===== src/rtl/shared_reg_arbiter_pkg.sv =====
// Shared types and constants for the shared-register arbiter.
// No logic; this file only holds declarations.
// Nothing here applies backpressure.
package shared_reg_arbiter_pkg;

    // Two-state control: IDLE may grant, GAP enforces one dead cycle after a write.
    typedef enum logic [0:0] {
        IDLE = 1'b0,
        GAP  = 1'b1
    } state_t;

    // Width of the saturating completed-write counter.
    localparam int CNT_W = 16;

endpackage


===== src/rtl/shared_reg_arbiter_rr_pick.sv =====
// Round-robin winner picker: the first set req bit at or above ptr, wrapping modulo N.
// Latency: purely combinational, zero cycles.
// Backpressure: none; any_req flags whether the winner output is meaningful.
module rr_pick #(
    parameter int N = 4,
    localparam int PW = $clog2(N)
) (
    input  logic [N-1:0]  req,
    input  logic [PW-1:0] ptr,
    output logic [PW-1:0] winner,
    output logic          any_req
);

    logic found;
    int   idx;

    assign any_req = |req;

    // Walk the requesters starting at ptr; the first active one wins.
    always_comb begin
        winner = '0;
        found  = 1'b0;
        idx    = 0;
        for (int k = 0; k < N; k++) begin
            idx = int'(ptr) + k;
            if (idx >= N) begin
                idx = idx - N;
            end
            if (!found && req[idx[PW-1:0]]) begin
                winner = idx[PW-1:0];
                found  = 1'b1;
            end
        end
    end

endmodule


===== src/rtl/shared_reg_arbiter.sv =====
// N requesters share one W-bit register; round-robin arbitration, at most one write per 2 cycles.
// Latency: gnt, q, owner and q_valid update on the edge after req is seen in IDLE.
// Backpressure: losers hold req until their gnt pulse; req is ignored during the GAP cycle.
module shared_reg_arbiter
    import shared_reg_arbiter_pkg::*;
#(
    parameter int N = 4,
    parameter int W = 8,
    localparam int PW = $clog2(N)
) (
    input  logic             clk,
    input  logic             rst_n,
    input  logic [N-1:0]     req,
    input  logic [N*W-1:0]   wdata,
    output logic [N-1:0]     gnt,
    output logic [W-1:0]     q,
    output logic             q_valid,
    output logic [PW-1:0]    owner,
    output logic [CNT_W-1:0] wr_count
);

    state_t           state;
    logic [PW-1:0]    ptr;
    logic [PW-1:0]    winner;
    logic             any_req;
    logic             grant_now;
    logic [PW-1:0]    ptr_nxt;
    logic [CNT_W-1:0] cnt_q;

    rr_pick #(.N(N)) u_pick (
        .req     (req),
        .ptr     (ptr),
        .winner  (winner),
        .any_req (any_req)
    );

    assign grant_now = (state == IDLE) && any_req;
    assign ptr_nxt   = (winner == PW'(N - 1)) ? '0 : winner + PW'(1);
    assign wr_count  = cnt_q;

    // Control: a grant sends us to GAP, which always returns to IDLE next edge.
    always_ff @(posedge clk or negedge rst_n) begin
        if (!rst_n) begin
            state <= IDLE;
        end else if (state == GAP) begin
            state <= IDLE;
        end else if (grant_now) begin
            state <= GAP;
        end
    end

    // Register, owner, pointer and the single-cycle grant pulse.
    always_ff @(posedge clk or negedge rst_n) begin
        if (!rst_n) begin
            gnt     <= '0;
            q       <= '0;
            q_valid <= 1'b0;
            owner   <= '0;
            ptr     <= '0;
        end else begin
            gnt <= '0;
            if (grant_now) begin
                gnt     <= {{(N-1){1'b0}}, 1'b1} << winner;
                q       <= wdata[winner*W +: W];
                q_valid <= 1'b1;
                owner   <= winner;
                ptr     <= ptr_nxt;
            end
        end
    end

    // Completed-write counter, sticks at all-ones instead of wrapping.
    always_ff @(posedge clk or negedge rst_n) begin
        if (!rst_n) begin
            cnt_q <= '0;
        end else if (grant_now && (cnt_q != '1)) begin
            cnt_q <= cnt_q + CNT_W'(1);
        end
    end

endmodule


===== config.mk =====
export PLATFORM = sky130hd
export DESIGN_NAME = shared_reg_arbiter
export DESIGN_NICKNAME = d
export VERILOG_FILES = /design/src/rtl/shared_reg_arbiter_pkg.sv /design/src/rtl/shared_reg_arbiter_rr_pick.sv /design/src/rtl/shared_reg_arbiter.sv
export SDC_FILE = /design/constraint.sdc
export NUM_CORES = 1
export LEC_CHECK = 0
export ABC_AREA = 1
export CAP_MARGIN = 20
export CORE_UTILIZATION = 42
export DETAILED_ROUTE_END_ITERATION = 16
export PLACE_DENSITY = 0.81
export SLEW_MARGIN = 20
export SYNTH_ARGS = -nofsm -noshare
export SYNTH_HDL_FRONTEND = slang
export SYNTH_SLANG_ARGS = --single-unit

===== constraint.sdc =====
create_clock -name clk -period 1.7 [get_ports clk]
set_input_delay 0.255 -clock clk [delete_from_list [all_inputs] [get_ports clk]]
set_output_delay 0.255 -clock clk [all_outputs]
set_load 0.05 [all_outputs]

==> impl_metrics.json <==
{
  "status": "complete, but fails checks",
  "violations": "setup timing",
  "grt_max_degree": 35,
  "track_usage": 0.221,
  "path_clk_slew_ns": 0.07,
  "dpl_cell_area_um2": 3180,
  "cts_sinks": 34,
  "critPathMostFrequentCell": "nand2_4",
  "die_area_um2": 5580,
  "port_buffers": 68,
  "worstPathArrival_ns": 2.21,
  "clockBufferDepth": 2,
  "fmax_ghz": 0.504,
  "crit_chain": "buf_12 -> nand2_4 -> nand2_4 -> nand2_4 -> nand2_4 -> nor2_8 -> nand4_4 -> buf_12 -> buf_12 -> nand3_1 -> nand3_1 -> nand2_1 -> nand2_1 -> nand2_1",
  "cpPeakStageDelay_ns": 0.48,
  "drtPass1Iterations": 5,
  "tightest_slew_ns": 0.416,
  "insertion_delay_ns": 0.28,
  "antenna_found_initial": 0,
  "period_share": 1.17,
  "n_antenna_cell": 0,
  "finalWirelength_um": 6990,
  "grt_overflow_total": 0,
  "hold_class": "input pin to asynchronous set/reset pin",
  "viasPerCell": 5.00,
  "synth_edf_count": 0,
  "critPathRequiredTime_ns": 1.92,
  "final_common_cell": "nand2_1",
  "path_class": "flop to flop",
  "hold_viol_final": 0,
  "synth_top_area_share": 0.383,
  "worstSetupEndpointType": "flop",
  "wire_per_inst_um": 14.0,
  "rows": 26,
  "rsz0062_at_grt": "true",
  "ys.flop_type": "dfrtp_1",
  "layout_common_cells": "nand2_1 (82), buf_4 (65), inv_1 (46), clkdlybuf4s50_1 (36), dfrtp_1 (30)",
  "yosys-top-cells-area": "dfrtp_1 (38%), nand2_1 (17%), nand3_1 (9.7%), inv_1 (8.5%), nand2_2 (4.2%)",
  "ant_nets": 0,
  "syn_inst": 309,
  "maxCapViolations": 0,
  "use_met2": 0.387,
  "synthesis.nets": 349,
  "remaining_drc_errors": 0,
  "synthArstFlopShare": 1.00,
  "max-slew-margin-rel": 0.723,
  "tritoncts": "done",
  "setup_viol": 16,
  "leakage_nw": 1.97,
  "hold_buffers": 0,
  "htree_levels": 2,
  "maxSlewViolCount": 0,
  "numCtsBuffers": 5,
  "globalRouteMet1Util": 0.280,
  "ys_types": 30,
  "design_area_um2": 3800,
  "core_um2": 5110,
  "setup_slack_ns": -0.283,
  "gr-max-usage-layer": "met2",
  "skew_ns": 0.00735,
  "grt_pass1_vias": 2194,
  "routed-via-count": 2496,
  "cellPowerDensity_nw_per_um2": 2200,
  "yosysTopAreaCell": "dfrtp_1",
  "syn-cell-area_um2": 2220,
  "grt_util_met3": 0.0442,
  "first_iter_violations": 116,
  "yosys_warnings": 0,
  "seq_area_frac_synth": 0.383,
  "irDropWorstVdd_uv": 1480,
  "start_util": 0.435,
  "crit_path_top_delay_cell": "dfrtp_2",
  "critical_path.max_fanout": 6,
  "grt_pass1_wl_um": 9520,
  "final_nets": 468,
  "syn2layout_area_growth_pct": 71.3,
  "dp_hpwl_um": 4200,
  "final_core_util": 0.745,
  "synth.avg_cell_area_um2": 7.19,
  "fp.dieH_um": 74.7,
  "root_buffer": "clkbuf_8",
  "period_needed_ns": 1.98,
  "boundaryPins": 69,
  "start_kind": "flop",
  "gp_congestion": 0.900,
  "die_w_um": 74.7,
  "ys_seq_elements": 34,
  "final_layout_size_suffix_gt1_frac": 0.389
}
-- report_power, final --
| part | switching [W] | internal (W) | total [W] |
|---|---|---|---|
| Clock | 0.000286 | 0.000325 | 0.000611 |
| Sequential | 0.000221 | 0.00109 | 0.00131 |
| Combinational | 0.00377 | 0.00269 | 0.00646 |
| Total | 0.00428 | 0.00410 | 0.00838 |
-- Yosys cell counts, types with 2 or more instances --
master   instances
buf_2            3
nand3_1         43
ha_1             2
nand2_2         15
nand4_1          3
nor3_1           2
inv_1           50
nor2_1          16
nand2_1         98
o21ai_0          5
buf_8            2
nand2_4          4
inv_2            2
nor4_1           2
dfrtp_1         34
xnor2_1          6
xor2_1           8
nand3_2          2
-- path summary, 6_finish.rpt --
path,from,to,cells past startpoint,slack (ns)
max,ptr[0]$_DFFE_PN0P_,q[5]$_DFFE_PN0P_,14,-0.28
min,rst_n,wr_count[5]$_DFFE_PN0P_,2,0.37
max reg2reg,ptr[0]$_DFFE_PN0P_,q[5]$_DFFE_PN0P_,14,-0.28
min reg2reg,owner[1]$_DFFE_PN0P_,owner[1]$_DFFE_PN0P_,2,0.49
max in group asynchronous,rst_n,ptr[1]$_DFFE_PN0P_,2,1.00
min in group clk,owner[1]$_DFFE_PN0P_,owner[1]$_DFFE_PN0P_,2,0.49
-- critical path, delay by kind of cell, from the launching register on --
family                 cells  cell delay (ns)
buffers and inverters      3             0.47
DFF                        1             0.48
and+or+nand+nor           11             0.97
-- per-stage QoR --
| step | hold slack [ns] | std cells | TNS, ns | setup WS (ns) | total power, W |
|---|---|---|---|---|---|
| floorplan | -0.0406 | 309 | -0.787 | -0.149 | 0.00449 |
| global placement | 0.466 | 471 | -6.38 | -0.322 | 0.00570 |
| detailed placement | 0.458 | 471 | -7.64 | -0.396 | 0.00580 |
| CTS | 0.383 | 483 | -0.746 | -0.106 | 0.00683 |
| global route | 0.426 | 499 | -4.08 | -0.339 | 0.00884 |
| finish | 0.372 | 499 | -3.07 | -0.283 | 0.00838 |
-- state kept, by name, indices dropped and copies added (netlist names) --
register / count
wr_count: 16
q: 8
gnt: 4
owner: 2
ptr: 2
q_valid: 1
state: 1
-- layout make-up --
cell class / count / area (um2)
multi-input combinational: 216 / 1430
fill: 353 / 1300
timing repair buffer: 117 / 1120
sequential: 34 / 856
inverter: 53 / 204
tap: 70 / 87.6
clock buffer: 6 / 82.6
clock inverter: 2 / 12.5
timing repair inverter: 1 / 5.00
-- cells by family (layout without fill, tap and decap cells) --
logic type               Yosys count  after routing  share of synthesized area
AND/OR/NAND/NOR                  190            192                      0.407
XOR/XNOR                          14             14                     0.0552
flip-flops                        34             34                      0.383
adder cells (fa/ha/maj)            2              2                     0.0113
AO/OA/AOI/OAI                      8              8                     0.0220
buffers and inverters             61            179                      0.121
-- repair_timing --
item / 4_1_cts / 5_1_grt
gates resized for setup: 28 / 40
gates cloned: 1 / 6
buffers inserted: 3 / 10
pin swaps: 5 / 5
endpoints found under the setup margin: 19 / 26
hold endpoints to repair: 0 / 0
-- metal layers --
metal,routed length [um],vias up
li1,-,1194
met1,2850,1158
met2,3580,130
met3,411,14
met4,147,0
met5,0,-
Note: power is estimated with default switching activity, not from simulation.
